===== src/rtl/hd_unload_seq.sv =====
// rtl/hd_unload_seq.sv - hard-decision unload sequencer for the Lmem unload port
//
// Walks unload addresses 0..UNLOAD_ROWS-1, strobes Lmem once per row, captures
// each Kb*HDWIDTH hard-decision vector into a shift register and streams it out
// as HDWIDTH-bit words, column 0 first, on a valid/ready handshake.
// Optional feature macro: HD_ABORT_EN (adds the abort input).
//
// Ports:
//   clk                 clock, rising edge
//   rst                 synchronous active-low reset
//   abort               (HD_ABORT_EN only) return to IDLE like reset, no done
//   start               begin an unload; ignored unless idle and not in done cycle
//   unload_en           one-cycle Lmem read strobe
//   unloadAddress       Lmem unload row address
//   unload_HDout_vec    Lmem hard-decision vector, held until the next strobe
//   hd_word/hd_valid    output word stream
//   hd_ready            downstream accepts word
//   hd_last             final word of the codeword
//   hd_row/hd_col       row and circulant column of the current word
//   busy                sequence in progress
//   done                one-cycle pulse after the final word is accepted
module hd_unload_seq #(
  parameter int Kb           = 14,
  parameter int HDWIDTH      = 32,
  parameter int ADDRESSWIDTH = 5,
  parameter int UNLOAD_ROWS  = 17,
  parameter int RD_LATENCY   = 2
) (
  input  logic                    clk,
  input  logic                    rst,
`ifdef HD_ABORT_EN
  input  logic                    abort,
`endif
  input  logic                    start,
  output logic                    unload_en,
  output logic [ADDRESSWIDTH-1:0] unloadAddress,
  input  logic [Kb*HDWIDTH-1:0]   unload_HDout_vec,
  output logic [HDWIDTH-1:0]      hd_word,
  output logic                    hd_valid,
  input  logic                    hd_ready,
  output logic                    hd_last,
  output logic [ADDRESSWIDTH-1:0] hd_row,
  output logic [3:0]              hd_col,
  output logic                    busy,
  output logic                    done
);

  localparam logic [2:0] ST_IDLE   = 3'd0;
  localparam logic [2:0] ST_ISSUE  = 3'd1;
  localparam logic [2:0] ST_WAIT   = 3'd2;
  localparam logic [2:0] ST_STREAM = 3'd3;
  localparam logic [2:0] ST_FLUSH  = 3'd4;

  localparam int LW = (RD_LATENCY < 2) ? 1 : $clog2(RD_LATENCY + 1);
  localparam logic [LW-1:0]           LP_LAT      = LW'(RD_LATENCY);
  localparam logic [LW-1:0]           LP_LAT_ONE  = LW'(1);
  localparam logic [ADDRESSWIDTH:0]   LP_ROWS     = (ADDRESSWIDTH + 1)'(UNLOAD_ROWS);
  localparam logic [ADDRESSWIDTH:0]   LP_ADDR_ONE = (ADDRESSWIDTH + 1)'(1);
  localparam logic [ADDRESSWIDTH-1:0] LP_LAST_ROW = ADDRESSWIDTH'(UNLOAD_ROWS - 1);
  localparam logic [3:0]              LP_LAST_COL = 4'(Kb - 1);
  localparam logic [3:0]              LP_COL_ONE  = 4'd1;

  logic [2:0]              r_state;
  logic [ADDRESSWIDTH-1:0] r_addr;       // address of the most recent strobe
  logic [ADDRESSWIDTH:0]   r_next_addr;  // one wider so UNLOAD_ROWS itself is representable
  logic [LW-1:0]           r_lat;
  logic [Kb*HDWIDTH-1:0]   r_sr;
  logic                    r_full;
  logic [ADDRESSWIDTH-1:0] r_row;
  logic [3:0]              r_col;
  logic                    r_done;

  logic w_clear;
  logic w_pend;
  logic w_xfer;
  logic w_xfer_end;
  logic w_capture;

`ifdef HD_ABORT_EN
  assign w_clear = !rst || abort;
`else
  assign w_clear = !rst;
`endif

  // A strobed vector is outstanding in ISSUE/WAIT/STREAM; FLUSH means all rows captured.
  assign w_pend     = (r_state == ST_ISSUE) || (r_state == ST_WAIT) || (r_state == ST_STREAM);
  assign w_xfer     = r_full && hd_ready;
  assign w_xfer_end = w_xfer && (r_col == LP_LAST_COL);
  // Lmem holds its output, so the prefetched vector simply waits until the
  // shift register frees up; capture on the same edge as the last word keeps
  // rows back-to-back.
  assign w_capture  = w_pend && (r_lat == '0) && (!r_full || w_xfer_end);

  always_ff @(posedge clk) begin
    if (w_clear) begin
      r_state     <= ST_IDLE;
      r_addr      <= '0;
      r_next_addr <= '0;
      r_lat       <= '0;
      r_sr        <= '0;
      r_full      <= 1'b0;
      r_row       <= '0;
      r_col       <= '0;
      r_done      <= 1'b0;
    end else begin
      r_done <= 1'b0;
      if (r_lat != '0) begin
        r_lat <= r_lat - LP_LAT_ONE;
      end

      if (w_capture) begin
        r_sr   <= unload_HDout_vec;
        r_full <= 1'b1;
        r_col  <= '0;
        r_row  <= r_addr;
      end else if (w_xfer) begin
        if (r_col == LP_LAST_COL) begin
          r_full <= 1'b0;
        end else begin
          r_sr  <= r_sr >> HDWIDTH;
          r_col <= r_col + LP_COL_ONE;
        end
      end

      case (r_state)
        ST_IDLE: begin
          if (start && !r_done) begin
            r_state     <= ST_ISSUE;
            r_addr      <= '0;
            r_next_addr <= LP_ADDR_ONE;
            r_lat       <= LP_LAT;
          end
        end
        ST_ISSUE, ST_WAIT, ST_STREAM: begin
          if (w_capture) begin
            if (r_next_addr < LP_ROWS) begin
              // prefetch the next row while this one streams
              r_state     <= ST_ISSUE;
              r_addr      <= r_next_addr[ADDRESSWIDTH-1:0];
              r_next_addr <= r_next_addr + LP_ADDR_ONE;
              r_lat       <= LP_LAT;
            end else begin
              r_state <= ST_FLUSH;
            end
          end else if (r_state == ST_ISSUE || w_xfer_end) begin
            r_state <= (r_full && !w_xfer_end) ? ST_STREAM : ST_WAIT;
          end
        end
        ST_FLUSH: begin
          if (w_xfer_end) begin
            r_state <= ST_IDLE;
            r_done  <= 1'b1;
          end
        end
        default: r_state <= ST_IDLE;
      endcase
    end
  end

  assign unload_en     = (r_state == ST_ISSUE);
  assign unloadAddress = r_addr;
  assign hd_word       = r_sr[HDWIDTH-1:0];
  assign hd_valid      = r_full;
  assign hd_last       = r_full && (r_row == LP_LAST_ROW) && (r_col == LP_LAST_COL);
  assign hd_row        = r_row;
  assign hd_col        = r_col;
  assign busy          = (r_state != ST_IDLE);
  assign done          = r_done;

endmodule


===== config.mk =====
export PLATFORM = sky130hd
export DESIGN_NAME = hd_unload_seq
export DESIGN_NICKNAME = d
export VERILOG_FILES = /design/src/rtl/hd_unload_seq.sv
export SDC_FILE = /design/constraint.sdc
export NUM_CORES = 1
export LEC_CHECK = 0
export CORE_MARGIN = 2
export CORE_UTILIZATION = 53
export CTS_BUF_LIST = sky130_fd_sc_hd__clkbuf_8
export CTS_CLUSTER_DIAMETER = 80
export CTS_CLUSTER_SIZE = 16
export DETAILED_ROUTE_END_ITERATION = 10
export GPL_TIMING_DRIVEN = 0
export MAX_ROUTING_LAYER = met4
export PLACE_DENSITY = 0.83
export SLEW_MARGIN = 25
export SYNTH_ARGS = -nofsm -noshare
export SYNTH_HDL_FRONTEND = slang
export SYNTH_SLANG_ARGS = --single-unit

===== constraint.sdc =====
create_clock -name clk -period 2.43 [get_ports clk]
set_input_delay 0.486 -clock clk [delete_from_list [all_inputs] [get_ports clk]]
set_output_delay 0.486 -clock clk [all_outputs]
set_load 0.1 [all_outputs]

==> results.yml, run 1 <==
placement:
  dpl_worst_slack_ps: -1010
  place_area_sq_mm: 0.0283
  hpwl_um: 66300
  io_buffers: 502
  routabilityCongestion: 1.06
synth:
  synth_compound_gate_area_share_pct: 33.2
  synthFlopType: "dfxtp_1"
  yosys_warnings: 0
  synthTopCellsByArea: "dfxtp_1 (42%), nand2_1 (15%), a311oi_2 (14%), a21oi_1 (10%), a311oi_1 (8.2%)"
  syn_inst: 2677
  synth_top_family_by_area: "compound AO/OA/AOI/OAI gates"
  synth_nets: 3133
  yosysTopAreaCell: "dfxtp_1"
  synthAdderAreaFrac_pct: 0.221
  netlist_area_sq_mm: 0.0226
  synth.top_cell.area_share_pct: 42.1
  synth-seq-cells: 475
  yosys.area_share.simple_pct: 15.8
  synthArstFlopShare_pct: 0
  synth_xor_area_share_pct: 0.116
  synth_edf_count: 0
  synth_mux_area_share_pct: 0.443
  synth.avg_cell_area_sq_um: 8.44
  yosysUniqueCellTypes: 45
  synth_seq_area_share_pct: 42.1
clock_tree:
  cts_made_buffers: 35
  cts_root_buf: "clkbuf_8"
  cts_max_path_buffers: 3
  cts_max_level: 2
  cts_tree: "built"
  numClockSinks: 475
  clk_latency_ps: 630
  path_clk_slew_ps: 100
  ctsHoldBuffers: 0
setup_path:
  crit_path_max_fanout: 5
  path_class: "flop to output pin"
  startpoint_type: "flop"
  crit_family: "buffers and inverters"
  path_buf_inv: 1
  cp_cell_sequence: "clkdlybuf4s15_1"
  cp.arrival_ps: 1930
  crit_required_ps: 1940
  cp_slowest_stage_delay_ps: 890
  cp_slowest_cell: "clkdlybuf4s15_1"
  critPathCaptureType: "output pin"
sta:
  slew_headroom_pct: 32.1
  finalWorstSetupSlack_ps: 16.1
  min_period_ps: 2410
  max_freq_mhz: 414
  rsz0062_at_grt: "false"
  tns_ps: 0
  setup-violations-final: 0
  skew_ps: 32.6
  final-max-slew-violation-count: 0
  hold_viol_final: 0
  timing.final.crit_share_pct: 99.3
  tightestPinTransition_ps: 1020
routing:
  drtIter0Drc: 1979
  wl_per_cell_um: 22.3
  vias: 23200
  routed_wl_um: 84300
  topRoutingLayerUsed: "met4"
  wl_met2_um: 39200
  post-route-drc-count: 0
  drtPass1Iterations: 6
  via_per_inst: 6.13
  ant_nets: 0
  dr_wl_met3_um: 6500
  wl_met1_um: 34600
cells_and_area:
  drive_gt1_share_pct: 15.0
  postLayoutCellArea_sq_mm: 0.0290
  layout_commonest_cell: "nand2_1"
  syn_to_final_growth_pct: 28.2
  final_cell_mix: "nand2_1 (890), dfxtp_1 (470), a21oi_1 (456)"
  nets: 3674
floorplanning:
  die_w_um: 211
  start_util_pct: 53.8
  pin_count: 503
  core_sq_mm: 0.0420
  die_area_sq_mm: 0.0443
  rows: 75
  die_h_um: 211
pwr:
  p_leak_uw: 0.00991
  switching_power_uw: 20600
  power_uw: 41500
  combinationalPowerShare_pct: 61.2
  power_density_mw_per_mm2: 1430
  clockPowerShare_pct: 9.7
  switching_share_pct: 49.6
  p_seq_share_pct: 29.1
  vdd_ir_drop_max_mv: 0.695
  p_int_uw: 20900
grt:
  antenna_found_initial: 17
  grt_pass1_wl_um: 126000
  grt-ovfl-total: 0
  grt_usage_pct: 37.5
  grt_max_degree: 17
  grt_pass1_vias: 22400
flow_run:
  max_cap_violations: 0
run_status:
  status: "complete, no violations"
min_path:
  worstHoldPathType: "input pin to flop"
routing by layer:
| metal | global-route usage, % | up-vias |
|---|---|---|
| met1 | 46.4 | 11100 |
| met2 | 60.7 | 1091 |
| met5 | - | - |
| met3 | 5.57 | 206 |
| met4 | 17.5 | 0 |
| li1 | - | 10700 |
registers in the layout, summed over array words and instances, names as in the netlist:
signal,count
r_sr,448
r_next_addr,6
hd_row,5
unloadAddress,5
hd_col,4
r_state,3
r_lat,2
done,1
hd_valid,1
layout make-up:
class	count	area [sq um]
flip-flops and latches	475	9520
fillers	3499	13100
plain buffers	327	1900
inverters	5	18.8
clock buffers	38	523
multi-input cells	1870	11300
clock inverters	1	5.00
well taps	539	674
repair buffers	504	5000
diodes	17	42.5
metrics by stage:
step / hold WS, ps / utilization, % / instances
final: 391 / 68.9 / 3776
after floorplan: 450 / - / 2677
after global placement: 459 / 67.4 / 3718
after detailed placement: 467 / 67.4 / 3718
after CTS: 362 / 68.7 / 3758
after global routing: 406 / 68.9 / 3776
Yosys cell counts, drive strengths merged, types with 2 or more instances:
master   count
nor2        13
o21ai       34
nand3        6
dfxtp      475
nor4         2
xnor2        2
mux2i       10
nor3         2
and3         2
inv          5
nor2b        2
or3          2
clkbuf     157
a211oi       3
a311oi     417
ha           4
a2111oi      2
nand2      890
nand2b       4
buf        170
nor3b        2
and2         3
nand4        2
a21oi      457
timing repair:
item | 4_1_cts | 5_1_grt
pin swaps | 1 | 1
setup endpoints to repair | 446 | 356
buffers inserted | 1 | 1
resized for setup | 112 | 92
worst paths after layout:
check	start	end	slack, ps	cells after the start
worst min register to register	r_sr[182]$_SDFFE_PN0P_	r_sr[150]$_SDFFE_PN0P_	480	2
worst max-delay path	hd_col[3]$_SDFFE_PP0P_	hd_col[3]	20	1
worst min-delay path	unload_HDout_vec[434]	r_sr[434]$_SDFFE_PN0P_	390	3
worst max register to register	hd_col[1]$_SDFFE_PP0P_	r_sr[312]$_SDFFE_PN0P_	90	9
power by group through the flow:
stage	Sequential [uW]	Clock, uW	Combinational [uW]
floorplan	11700	0	18500
global placement	12100	0	24100
detailed placement	12100	0	24800
CTS	12000	4000	24800
global route	12300	4280	27300
finish	12100	4010	25400
kinds of logic after synthesis:
group	after synthesis
AO/OA/AOI/OAI	921
AND/OR/NAND/NOR	932
flip-flops	475
multiplexers	10
adder cells (fa/ha/maj)	4
XOR/XNOR	3
buffers and inverters	332
Power figures use the tool's default switching activity.
==> run 2: changes to the inputs <==
--- a/config.mk
+++ b/config.mk
@@ -5,6 +5,7 @@
 export SDC_FILE = /design/constraint.sdc
 export NUM_CORES = 1
 export LEC_CHECK = 0
+export CAP_MARGIN = 15
 export CORE_MARGIN = 2
 export CORE_UTILIZATION = 53
 export CTS_BUF_LIST = sky130_fd_sc_hd__clkbuf_8
==> results of run 2 <==
No change in the layout: final DEF, timing and power equal those of run 1.
==> run 3: changes to the inputs <==
--- a/config.mk
+++ b/config.mk
@@ -5,11 +5,13 @@
 export SDC_FILE = /design/constraint.sdc
 export NUM_CORES = 1
 export LEC_CHECK = 0
+export ABC_AREA = 1
 export CAP_MARGIN = 15
+export CORE_ASPECT_RATIO = 0.5
 export CORE_MARGIN = 2
 export CORE_UTILIZATION = 53
 export CTS_BUF_LIST = sky130_fd_sc_hd__clkbuf_8
-export CTS_CLUSTER_DIAMETER = 80
+export CTS_CLUSTER_DIAMETER = 100
 export CTS_CLUSTER_SIZE = 16
 export DETAILED_ROUTE_END_ITERATION = 10
 export GPL_TIMING_DRIVEN = 0
==> run 3 against run 2 <==
Effect of this change: die area grew 4.0%; final area grew 2.8%; highest routed layer unchanged; critical endpoint is now hd_word[15]; first-iteration DRC count shrank 11%; synthesized cell count grew 44%; largest power group unchanged; sequential cell count is the same; power grew 4.0%; setup slack gained 33 ps; non-clock buffer count shrank 55; critical path type unchanged; core utilization shrank 0.70 points.
==> results.yml, run 3 <==
cells_and_area:
  nets: 4859
  postLayoutCellArea_sq_mm: 0.0298
  final-seq-area_sq_mm: 0.00951
  syn_to_final_growth_pct: 26.9
  final_cell_mix: "nand2_1 (1301), nor2_1 (800), dfxtp_1 (474)"
  top_register: "r_sr"
  top_regs: "r_sr (448), r_next_addr (6)"
  nFillCells: 4129
  multi_input_area_sq_mm: 0.0108
  fin_util_pct: 68.2
  layout_commonest_cell: "nand2_1"
  drive_gt1_share_pct: 5.81
  largest_reg_flops: 448
synth:
  yosysUniqueCellTypes: 33
  synth.top_cell.area_share_pct: 40.5
  synth_edf_count: 0
  syn_inst: 3864
  synth_most_common_cell: "nand2_1"
  synth_nets: 4320
  synth.avg_cell_area_sq_um: 6.07
  synth-seq-cells: 475
  synth_seq_area_share_pct: 40.5
  yosysTopAreaCell: "dfxtp_1"
  yosys_warnings: 0
  synthFlopType: "dfxtp_1"
  synthArstFlopShare_pct: 0
  netlist_area_sq_mm: 0.0235
  ys_top_cells_by_count: "nand2_1 (1301), nor2_1 (801), dfxtp_1 (475)"
  synthTopCellsByArea: "dfxtp_1 (41%), nand2_1 (21%), nor2_1 (13%), nand3_1 (8.4%), inv_1 (7.4%)"
setup_path:
  crit_path_max_fanout: 2
  timing.rr.end: "r_sr[372]$_SDFFE_PN0P_"
  critPathCaptureType: "output pin"
  startpoint_type: "flop"
  cp.arrival_ps: 1890
  setup.worst_path.end: "hd_word[15]"
  reg2reg_depth: 11
  path_class: "flop to output pin"
  reg2reg_slack_ps: 140
  crit_required_ps: 1940
  timing.rr.start: "hd_col[1]$_SDFFE_PP0P_"
  worstSetupStartpoint: "r_sr[15]$_SDFFE_PN0P_"
clock_tree:
  cts_max_path_buffers: 3
  cts_root_buf: "clkbuf_8"
  path_clk_slew_ps: 100
  numClockSinks: 475
  cts_max_level: 2
  clk_latency_ps: 610
  cts_made_buffers: 35
  ctsHoldBuffers: 0
  cts_tree: "built"
floorplanning:
  die_area_sq_mm: 0.0461
  die_h_um: 153
  core_sq_mm: 0.0436
  start_util_pct: 53.8
  die_w_um: 302
  rows: 54
  pin_count: 503
min_path:
  min_from: "unload_HDout_vec[425]"
  worstHoldPathType: "input pin to flop"
routing:
  ant_nets: 0
  post-route-drc-count: 0
  drtIter0Drc: 1756
  routed_wl_um: 74500
  vias: 24200
  via_per_inst: 4.83
  wl_per_cell_um: 14.9
  drtPass1Iterations: 6
sta:
  skew_ps: 30.4
  max_freq_mhz: 420
  tightestPinTransition_ps: 978
  final-max-slew-violation-count: 0
  slew_headroom_pct: 35.1
  tns_ps: 0
  setup-violations-final: 0
  whs_ps: 438
  timing.final.crit_share_pct: 98.0
  min_period_ps: 2380
  hold_viol_final: 0
placement:
  routabilityCongestion: 0.966
  place_area_sq_mm: 0.0292
  hpwl_um: 59600
  io_buffers: 502
run_status:
  status: "complete, no violations"
grt:
  grt_pass1_wl_um: 115000
  grt_max_degree: 17
  grt-ovfl-total: 0
  antenna_found_initial: 19
  grt_pass1_vias: 22600
  grt_usage_pct: 32.2
pwr:
  power_uw: 43100
  p_leak_uw: 0.0151
  power_density_mw_per_mm2: 1450
  vdd_ir_drop_max_mv: 1.18
flow_run:
  max_cap_violations: 0
==> run 3: kinds of logic (layout without fill, tap and decap cells) <==
kind of cell,Yosys count,in the layout,share of synthesized area [%]
simple gates,2516,2516,42.6
flops,475,475,40.5
xor+xnor,3,3,0.112
buf+inv,743,1283,13.5
compound gates,123,123,3.05
other cells,0,15,0
fa+ha+maj,4,4,0.213
==> run 3: worst min path at each step <==
stage                                        end  slack, ps  cells past startpoint
after floorplan              r_lat[0]$_SDFF_PN0_        420                      1
after global placement       r_lat[0]$_SDFF_PN0_        430                      1
after detailed placement     r_lat[0]$_SDFF_PN0_        440                      1
after CTS                 r_sr[425]$_SDFFE_PN0P_        410                      3
after global routing      r_sr[427]$_SDFFE_PN0P_        430                      3
final                     r_sr[425]$_SDFFE_PN0P_        440                      3
==> run 3: metrics by stage <==
step,setup WS (ps),instances
floorplan,-218,3864
global placement,-527,4954
detailed placement,-571,4954
CTS,7.75,4992
global route,-0.773,5007
finish,49.2,5007
==> run 3: cell type report <==
| class | instances | area share (%) |
|---|---|---|
| Antenna cell | 15 | 0.126 |
| Buffer | 274 | 4.80 |
| Multi-Input combinational cell | 2646 | 36.3 |
| Clock inverter | 1 | 0.0252 |
| Sequential cell | 475 | 31.9 |
| Timing Repair Buffer | 502 | 16.7 |
| Inverter | 469 | 5.93 |
| Tap cell | 588 | 2.47 |
| Clock buffer | 37 | 1.71 |
==> run 3: where the power goes <==
| group | switching [uW] | internal [uW] |
|---|---|---|
| combinational | 17500 | 8390 |
| sequential | 1840 | 11400 |
| clock | 2590 | 1380 |
==> run 3: worst max-delay path, stage by stage (launching register included) <==
cell	delay [ps]
dfxtp_1	350
buf_4	100
dlygate4sd2_1	840
==> run 3: repair_timing <==
action,CTS,global route
cloned,0,0
setup endpoints to repair,63,54
buffers inserted,0,0
resized for setup,63,47
==> run 3: metal layers <==
| layer | vias to the layer above | track usage (%) | routed length [um] |
|---|---|---|---|
| met1 | 10700 | 36.8 | 29900 |
| met4 | 0 | 12.9 | 2970 |
| met5 | - | - | 0 |
| li1 | 12600 | - | - |
| met3 | 163 | 3.85 | 4320 |
| met2 | 747 | 57.2 | 37300 |
